<file path="src/rtl/telemetry_counter_gen.sv">
// -----------------------------------------------------------------------------
// telemetry_counter_gen
//
// Transmit-side test source for the stream-0xD telemetry counter link. A free
// running timer produces one tick every g_period cycles while enabled. Each
// tick loads an 88-bit packet carrying a wrapping 10-bit counter and a 32-bit
// sequence number, presented over a valid/ready handshake. Two pulse inputs
// let the far-end checker be exercised: inject_drop skips one counter value,
// inject_corrupt flips bit 0 of the counter in one presented packet.
//
// Ports
//   i_clk_256M        in   1   single clock, rising edge
//   i_reset           in   1   synchronous, active-high, overrides everything
//   i_enable          in   1   1 = generate ticks; 0 = no new packets
//   i_packet_ready    in   1   downstream accepts when valid & ready
//   i_inject_drop     in   1   pulse: next accepted packet advances cnt by 2
//   i_inject_corrupt  in   1   pulse: next presented packet has cnt[0] flipped
//   o_packet_data     out  88  {4'h0, stream_id, 38'h0, seq[31:0], cnt[9:0]}
//   o_packet_valid    out  1   held until accepted
//   o_sent_count      out  32  accepted packets since reset (wraps)
//   o_overrun_count   out  16  ticks discarded while a packet was pending (saturates)
// -----------------------------------------------------------------------------
module telemetry_counter_gen #(
  parameter logic [15:0] g_period    = 16'd410,
  parameter logic [3:0]  g_stream_id = 4'hD,
  parameter logic [9:0]  g_cnt_init  = 10'd0
) (
  input  logic        i_clk_256M,
  input  logic        i_reset,
  input  logic        i_enable,
  input  logic        i_packet_ready,
  input  logic        i_inject_drop,
  input  logic        i_inject_corrupt,
  output logic [87:0] o_packet_data,
  output logic        o_packet_valid,
  output logic [31:0] o_sent_count,
  output logic [15:0] o_overrun_count
);

  typedef enum logic [0:0] {
    ST_IDLE = 1'b0,
    ST_SEND = 1'b1
  } state_t;

  state_t      r_state;
  logic [15:0] r_timer;
  logic [9:0]  r_cnt;
  logic        r_drop_flag;
  logic        r_corrupt_flag;
  logic        r_pkt_corrupt;   // the packet currently held was built corrupted
  logic [87:0] r_packet_data;
  logic        r_packet_valid;
  logic [31:0] r_sent_count;
  logic [15:0] r_overrun_count;

  logic        w_tick;
  logic        w_accept;
  logic        w_load;
  logic        w_overrun;
  logic [9:0]  w_cnt_nxt;
  logic [31:0] w_sent_nxt;
  logic        w_corrupt_eff;

  function automatic logic [15:0] sat_inc16(input logic [15:0] val);
    return (val == 16'hFFFF) ? val : val + 16'd1;
  endfunction

  // Modulo-1024 advance; a pending drop skips one value.
  function automatic logic [9:0] cnt_advance(input logic [9:0] cnt, input logic drop);
    return cnt + (drop ? 10'd2 : 10'd1);
  endfunction

  function automatic logic [87:0] pack(input logic [9:0] cnt, input logic [31:0] seq);
    return {4'h0, g_stream_id, 38'h0, seq, cnt};
  endfunction

  assign w_tick    = i_enable && (r_timer == (g_period - 16'd1));
  assign w_accept  = (r_state == ST_SEND) && i_packet_ready;
  assign w_load    = w_tick && ((r_state == ST_IDLE) || w_accept);
  assign w_overrun = w_tick && (r_state == ST_SEND) && !w_accept;

  // A load coincident with an accept sees the post-accept counter and count,
  // so back-to-back packets stay in sequence.
  assign w_cnt_nxt  = w_accept ? cnt_advance(r_cnt, r_drop_flag) : r_cnt;
  assign w_sent_nxt = w_accept ? r_sent_count + 32'd1 : r_sent_count;

  // The corrupt request is consumed by the accept of the packet it corrupted;
  // until then further pulses merge into it. A fresh pulse always arms it.
  assign w_corrupt_eff = (r_corrupt_flag & ~(w_accept & r_pkt_corrupt)) | i_inject_corrupt;

  always_ff @(posedge i_clk_256M) begin
    if (i_reset) begin
      r_state         <= ST_IDLE;
      r_timer         <= 16'd0;
      r_cnt           <= g_cnt_init;
      r_drop_flag     <= 1'b0;
      r_corrupt_flag  <= 1'b0;
      r_pkt_corrupt   <= 1'b0;
      r_packet_data   <= 88'h0;
      r_packet_valid  <= 1'b0;
      r_sent_count    <= 32'd0;
      r_overrun_count <= 16'd0;
    end else begin
      // Timer holds at zero while disabled so the first tick is g_period
      // cycles after enable rises.
      if (!i_enable || w_tick) r_timer <= 16'd0;
      else                     r_timer <= r_timer + 16'd1;

      r_cnt          <= w_cnt_nxt;
      r_sent_count   <= w_sent_nxt;
      r_corrupt_flag <= w_corrupt_eff;
      // A drop pulse arriving with an accept targets the following packet.
      r_drop_flag    <= w_accept ? i_inject_drop : (r_drop_flag | i_inject_drop);

      if (w_overrun) r_overrun_count <= sat_inc16(r_overrun_count);

      case (r_state)
        ST_IDLE: begin
          if (w_load) begin
            r_packet_data  <= pack(w_cnt_nxt ^ {9'b0, w_corrupt_eff}, w_sent_nxt);
            r_pkt_corrupt  <= w_corrupt_eff;
            r_packet_valid <= 1'b1;
            r_state        <= ST_SEND;
          end
        end
        ST_SEND: begin
          if (w_load) begin
            r_packet_data  <= pack(w_cnt_nxt ^ {9'b0, w_corrupt_eff}, w_sent_nxt);
            r_pkt_corrupt  <= w_corrupt_eff;
            r_packet_valid <= 1'b1;
            r_state        <= ST_SEND;
          end else if (w_accept) begin
            r_packet_valid <= 1'b0;
            r_state        <= ST_IDLE;
          end
        end
        default: begin
          r_packet_valid <= 1'b0;
          r_state        <= ST_IDLE;
        end
      endcase
    end
  end

  assign o_packet_data   = r_packet_data;
  assign o_packet_valid  = r_packet_valid;
  assign o_sent_count    = r_sent_count;
  assign o_overrun_count = r_overrun_count;

endmodule

</file>
<file path="config.mk">
export PLATFORM = sky130hd
export DESIGN_NAME = telemetry_counter_gen
export DESIGN_NICKNAME = d
export VERILOG_FILES = /design/src/rtl/telemetry_counter_gen.sv
export SDC_FILE = /design/constraint.sdc
export NUM_CORES = 1
export LEC_CHECK = 0
export CORE_ASPECT_RATIO = 1.2
export CORE_MARGIN = 4
export CORE_UTILIZATION = 44
export CTS_CLUSTER_SIZE = 28
export DETAILED_ROUTE_END_ITERATION = 7
export HOLD_SLACK_MARGIN = 0.03
export MAX_ROUTING_LAYER = met4
export PLACE_DENSITY = 0.77
export SLEW_MARGIN = 15
export SYNTH_ARGS = -nofsm -noshare
export SYNTH_HDL_FRONTEND = slang
export SYNTH_SLANG_ARGS = --single-unit
</file>
<file path="constraint.sdc">
create_clock -name i_clk_256M -period 2.2 [get_ports i_clk_256M]
set_input_delay 0.22 -clock i_clk_256M [delete_from_list [all_inputs] [get_ports i_clk_256M]]
set_output_delay 0.22 -clock i_clk_256M [all_outputs]
set_load 0.05 [all_outputs]
</file>
==> impl_results.md, run 1 <==
- Maxcap violations: 0
- Syn avg cell area: 8.69 um^2
- Final setup margin: -275 ps
- Clock Sinks: approximately 120
- Synth-to-Final Area Change: 53.9%
- Rows: 43
- Largest net degree at the start of global routing: between 40 and 50
- Top FF cell, synth: dfxtp_1
- Power Dens Cells: roughly 670 nW/um^2
- Worst path required time: 2550 ps
- IO Port Bufs: 99
- DP Worst Slack: -719 ps
- FFs w/ async S/R, synth: 0
- CTS max path bufs: 2
- Root buffer cell: clkbuf_16
- Synthesized area: 5320 um^2
- Initial DRT Pass Iterations: 4
- Crit path buffers/inverters: 2
- Inserted Clock Buffers: 17
- Post-route minimum period: 2480 ps
- Routed WL: 16300 um
- CP Cell Sequence: inv_2, ha_4, or4bb_1, or4_4, a311o_1, buf_6, or4_1, a21oi_1
- Nets: between 700 and 800
- Final slew viol count: 0
- Leak: approximately 2.9 nW
- CTS clock-pin slew for the worst setup and hold paths: approximately 60 ps
- Critical path class: reg2reg
- HPWL Detailed: 8900 um
- Outcome: complete, but fails checks
- Unrepaired setup endpoints after global routing: yes
- Critical Path Fanout Max: 11
- Placer Congestion: 0.887
- Hold buffer count at CTS: 0
- Clock skew: around 13 ps
- Rel. slew slack: 0.579
- CP Launch Type: register
- Worst VDD drop: 0.559 mV
- Starting DRT DRC Count: 225
- Final hold vios: 0
- Synth cell types: 38
- Global-route wire length before repair: around 25000 um
- CP top delay family: simple AND/OR/NAND/NOR gates
- GRT Total Usage: 0.236
- Slew at the pin closest to its max-slew limit: approximately 630 ps
- Htree depth: 4
- Fmax: about 400 MHz
- Hold crit path type: in2reg
- Core area: 11700 um^2
- Seq cells post-synth: 122
- CTS tree: done
- Total power: between 5 and 6 mW
- EDFF count, synth: 0
- Drt drc: 0
- Share of post-route cells with drive strength above 1: 0.288
- Reg2reg setup slack: -280 ps
- Slowest cell delay on critical path: between 500 and 600 ps
- Via count: 5008
- Die area: 13900 um^2
- Violated checks: negative setup slack
- Vias/cell: roughly 5.4
- Overflow after GRT: 0
- Clk_lat worst skew: 420 ps
- Die Span X: 108 um
- Final setup viols: 55
- Antenna violations before repair: 0
- # IOs: 143
- Synthesized netlist cell count: 612
- DIE HEIGHT: 128 um
- Antenna-violating nets left: 0
- Tcrit/Tclk final: 1.13
- Final hold slack: 106 ps
- CP max stage cell: or4_4
- Yosys warning count: 0
- Sequential-to-total area share from yosys stat: 0.459
- Post-DR wirelength/cell: 17.4 um
- Data arrival, critical path: 2820 ps
- Antenna Cells: 0
- Vias in the first global route: 4988
- Worst setup EP type: register
- Initial core utilization: 0.455
sequential cells by signal (all words and copies together), names as in the netlist:
register	count
r_timer	16
o_sent_count	32
r_drop_flag	1
o_packet_valid	1
r_corrupt_flag	1
r_cnt	10
o_overrun_count	16
r_pkt_corrupt	1
o_packet_data	43
r_state	1
cell usage after synthesis (all sizes together), types with 7 or more instances:
cell type / count / area share
dfxtp: 122 / 0.46
nor2: 120 / 0.085
buf: 58 / 0.076
a211oi: 43 / 0.061
xnor2: 38 / 0.063
nand2: 29 / 0.020
a21oi: 22 / 0.021
nand3: 22 / 0.021
nor4: 18 / 0.021
xor2: 18 / 0.030
clkbuf: 17 / 0.012
nand4: 15 / 0.018
inv: 13 / 0.0092
nor3: 12 / 0.011
o21ai: 11 / 0.010
or3: 9 / 0.011
or4: 7 / 0.0099
timing repair:
item                                    CTS  global route
gates resized for setup                 125            38
pin swaps                                49            10
endpoints found under the setup margin   59            62
gates cloned                              9             2
setup buffers                             9            15
cells by family (layout without fill, tap and decap cells):
kind of cell    Yosys count  after routing  share of synthesized area
simple gates            256            256                      0.230
flops                   122            122                      0.459
buf+inv                  88            213                     0.0969
compound gates           79             79                     0.0965
xor+xnor                 56             56                     0.0922
fa+ha+maj                 7              7                     0.0179
mux                       3              3                    0.00612
other cells               1             43                   0.000705
final timing paths:
check,start,to,cells after the start
max,r_timer[1]$_SDFF_PP0_,o_overrun_count[13]$_SDFFE_PP0P_,8
min,i_reset,o_overrun_count[15]$_SDFFE_PP0P_,2
max reg2reg,r_timer[1]$_SDFF_PP0_,o_overrun_count[13]$_SDFFE_PP0P_,8
min reg2reg,o_packet_valid$_SDFFE_PP0P_,o_packet_valid$_SDFFE_PP0P_,2
routing by layer:
layer,global-route usage,share of wire,vias up
li1,-,-,2337
met1,0.258,0.37,2413
met2,0.406,0.53,194
met3,0.0497,0.058,64
met4,0.118,0.042,0
met5,-,0,-
report_power, final:
group	switching, mW	leakage [nW]	internal, mW
logic	0.220	1.57	0.0255
clock network	1.01	0.304	1.99
registers	0.00364	0.995	2.21
total	1.24	2.87	4.22
area by class of cell:
type                       instances  area, um^2
sequential                       122        2480
fill                             854        3490
multi-input combinational        444        3050
timing repair buffer             168        1770
clock buffer                      21         472
clock inverter                    11         166
inverter                          13        48.8
tap                              157         196
metrics by stage:
| step | std cells | setup TNS [ps] | area, um^2 | util |
|---|---|---|---|---|
| after global routing | 936 | -10050 | 8190 | 0.701 |
| after CTS | 925 | -4340 | 7950 | 0.681 |
| after floorplan | 654 | -1900 | 5600 | - |
| after detailed placement | 875 | -10920 | 6580 | 0.564 |
| final | 936 | -5540 | 8190 | 0.701 |
| after global placement | 875 | -8900 | 6580 | 0.564 |
worst reg2reg max path: cells and delay by family (launching register included):
kind                     cells  cell delay, ps
buffers and inverters        2             200
flip-flops                   1             320
AND/OR/NAND/NOR              3            1330
adder cells (fa/ha/maj)      1             120
AO/OA/AOI/OAI                2             440
placed cells by master, fill, tap and decap left out, types with 9 or more instances in the layout:
cell and count:
a211oi_2 42, a21oi_1 20, buf_4 40, buf_6 15, clkbuf_16 20, clkdlybuf4s50_1 98, conb_1 43, dfxtp_1 101
dfxtp_2 16, inv_1 12, nand2_1 29, nand3_1 22, nand4_1 15, nor2_1 81, nor2_2 17, nor2_4 22
nor3_1 10, nor4_1 16, or3_1 9, xnor2_1 38, xor2_1 18
Note: power is estimated with default switching activity, not from simulation.
==> run 2: changes to the inputs <==
--- a/config.mk
+++ b/config.mk
@@ -7,12 +7,13 @@
 export LEC_CHECK = 0
 export CORE_ASPECT_RATIO = 1.2
 export CORE_MARGIN = 4
-export CORE_UTILIZATION = 44
+export CORE_UTILIZATION = 45
+export CTS_BUF_LIST = sky130_fd_sc_hd__clkbuf_4 sky130_fd_sc_hd__clkbuf_8
 export CTS_CLUSTER_SIZE = 28
 export DETAILED_ROUTE_END_ITERATION = 7
 export HOLD_SLACK_MARGIN = 0.03
 export MAX_ROUTING_LAYER = met4
-export PLACE_DENSITY = 0.77
+export PLACE_DENSITY = 0.78
 export SLEW_MARGIN = 15
 export SYNTH_ARGS = -nofsm -noshare
 export SYNTH_HDL_FRONTEND = slang
==> run 2 against run 1 <==
Net effect:
- non-clock buffer count did not move
- fmax rose by 1.0%
- sequential cell count unchanged
- die area down 2.1%
- via count down 0.74%
- the run still ends with negative setup slack left
==> impl_results.md, run 2 (same netlist as run 1, synthesis figures left out) <==
- Outcome: complete, but fails checks
- Violated checks: negative setup slack
- Share of post-route cells with drive strength above 1: 0.246
- Final slew viol count: 0
- Inserted Clock Buffers: 17
- Final setup margin: -251 ps
- Critical Path Fanout Max: 5
- Data arrival, critical path: 2810 ps
- Antenna Cells: 0
- FF+latch area: 2480 um^2
- Routed WL: around 15000 um
- Final hold vios: 0
- Fmax: 408 MHz
- Core area: 11600 um^2
- Die area: approximately 14000 um^2
- Multi-input logic area: 2880 um^2
- Clock Sinks: 122
- Power Dens Cells: 562 nW/um^2
- Worst VDD drop: 0.322 mV
- HPWL Detailed: around 9000 um
- Worst setup EP type: register
- Final setup viols: between 50 and 60
- Commonest non-fill, non-tap cell in the layout: dfxtp_1
- Hold buffer count at CTS: 0
- Post-DR wirelength/cell: 16.1 um
- DIE HEIGHT: 127 um
- Worst Setup SP: r_timer[9]$_SDFF_PP0_
- CTS clock-pin slew for the worst setup and hold paths: 70 ps
- Largest register FFs: 43
- Clock skew: 8.81 ps
- Slew at the pin closest to its max-slew limit: 617 ps
- Post-route minimum period: 2450 ps
- Via count: 4971
- Starting DRT DRC Count: 227
- CTS max path bufs: 2
- Clk_lat worst skew: 430 ps
- # IOs: 143
- Worst path required time: 2560 ps
- Largest net degree at the start of global routing: 57
- Hold Crit Start: i_reset
- CP Launch Type: register
- Root buffer cell: clkbuf_8
- IO Port Bufs: 99
- Unrepaired setup endpoints after global routing: yes
- Overflow after GRT: 0
- GRT Total Usage: 0.229
- Antenna violations before repair: 0
- Antenna-violating nets left: 0
- Maxcap violations: 0
- Placed Instances: 879
- Routed met3 length: ~960 um
- DP Worst Slack: -758 ps
- Global-route wire length before repair: 24400 um
- Vias/cell: 5.30
- Synth-to-Final Area Change: 47.4%
- Critical path class: reg2reg
- CTS tree: done
- Rel. slew slack: 0.589
- Total power: 4.40 mW
- Hold crit path type: in2reg
- Vias in the first global route: 5020
- M1 wire length: 6130 um
- Leak: 2.72 nW
- Fill count: 892
- Htree depth: 4
- Drt drc: 0
- Nets: roughly 800
- Initial DRT Pass Iterations: 5
- Met2 wire length: a little under 8000 um
- Placer Congestion: roughly 0.86
- Initial core utilization: 0.460
- Non-Filler Instances: 938
- Most frequent cells in the layout: dfxtp_1 (101), clkdlybuf4s50_1 (98), nor2_1 (97)
- Tcrit/Tclk final: 1.11
- Highest Signal Layer: met4
- Critical R2R Launch: r_timer[9]$_SDFF_PP0_
- Rows: 43
- Die Span X: 107 um
## run 2: changes by cell type in the layout (fill, tap and decap cells not counted), moves of 6 or more
cell	delta
buf_6	-7
nor2_4	-10
nor2_1	+16
clkbuf_8	+22
a211oi_1	+17
clkbuf_16	-18
a211oi_2	-16
nor2_2	-6
## run 2: critical path, cell delays in order, from the launching register on
cell and delay [ps]:
dfxtp_1 310, or4_4 550, or4_4 590, a311o_2 390, or4_1 420, a21oi_1 130
## run 2: final timing paths
kind	to	slack, ps	depth (start not counted)
setup / recovery	o_overrun_count[13]$_SDFFE_PP0P_	-250	5
hold / removal	o_overrun_count[0]$_SDFFE_PP0P_	270	2
setup reg to reg	o_overrun_count[13]$_SDFFE_PP0P_	-250	5
hold reg to reg	r_cnt[0]$_SDFF_PP0_	490	2
## run 2: through the flow
stage	cell area [um^2]	setup TNS, ps	hold WS (ps)	util
finish	7840	-6710	270	0.678
global route	7840	-10240	285	0.678
CTS	7740	-5900	247	0.669
detailed placement	6640	-11330	483	0.574
global placement	6640	-9030	480	0.574
floorplan	5600	-1900	337	-
## run 2: layer usage
metal / track usage / vias to the layer above
met5: - / -
met3: 0.0601 / 42
met2: 0.373 / 197
li1: - / 2347
met1: 0.270 / 2385
met4: 0.0865 / 0
## run 2: layout make-up
type                       count  area share
tap                          157      0.0251
multi-input combinational    446       0.367
sequential                   122       0.316
inverter                      13     0.00622
clock buffer                  25      0.0423
clock inverter                 7     0.00798
timing repair buffer         168       0.235
## run 2: power breakdown
group	internal [mW]	switching [mW]
clock	1.09	0.858
combinational	0.0269	0.218
sequential	2.21	0.00372
total	3.32	1.08
## run 2: repair_timing
item                                    4_1_cts  5_1_grt
pin swaps                                    31       11
hold endpoints to repair                      0        0
endpoints found under the setup margin       60       72
cloned                                       10        2
buffers inserted                             12        5
gates resized for setup                      81       13
==> run 3: changes to the inputs <==
--- a/config.mk
+++ b/config.mk
@@ -5,6 +5,7 @@
 export SDC_FILE = /design/constraint.sdc
 export NUM_CORES = 1
 export LEC_CHECK = 0
+export CAP_MARGIN = 20
 export CORE_ASPECT_RATIO = 1.2
 export CORE_MARGIN = 4
 export CORE_UTILIZATION = 45
==> results of run 3 <==
Same layout as run 2: the final DEF is identical, and so are final timing and power.
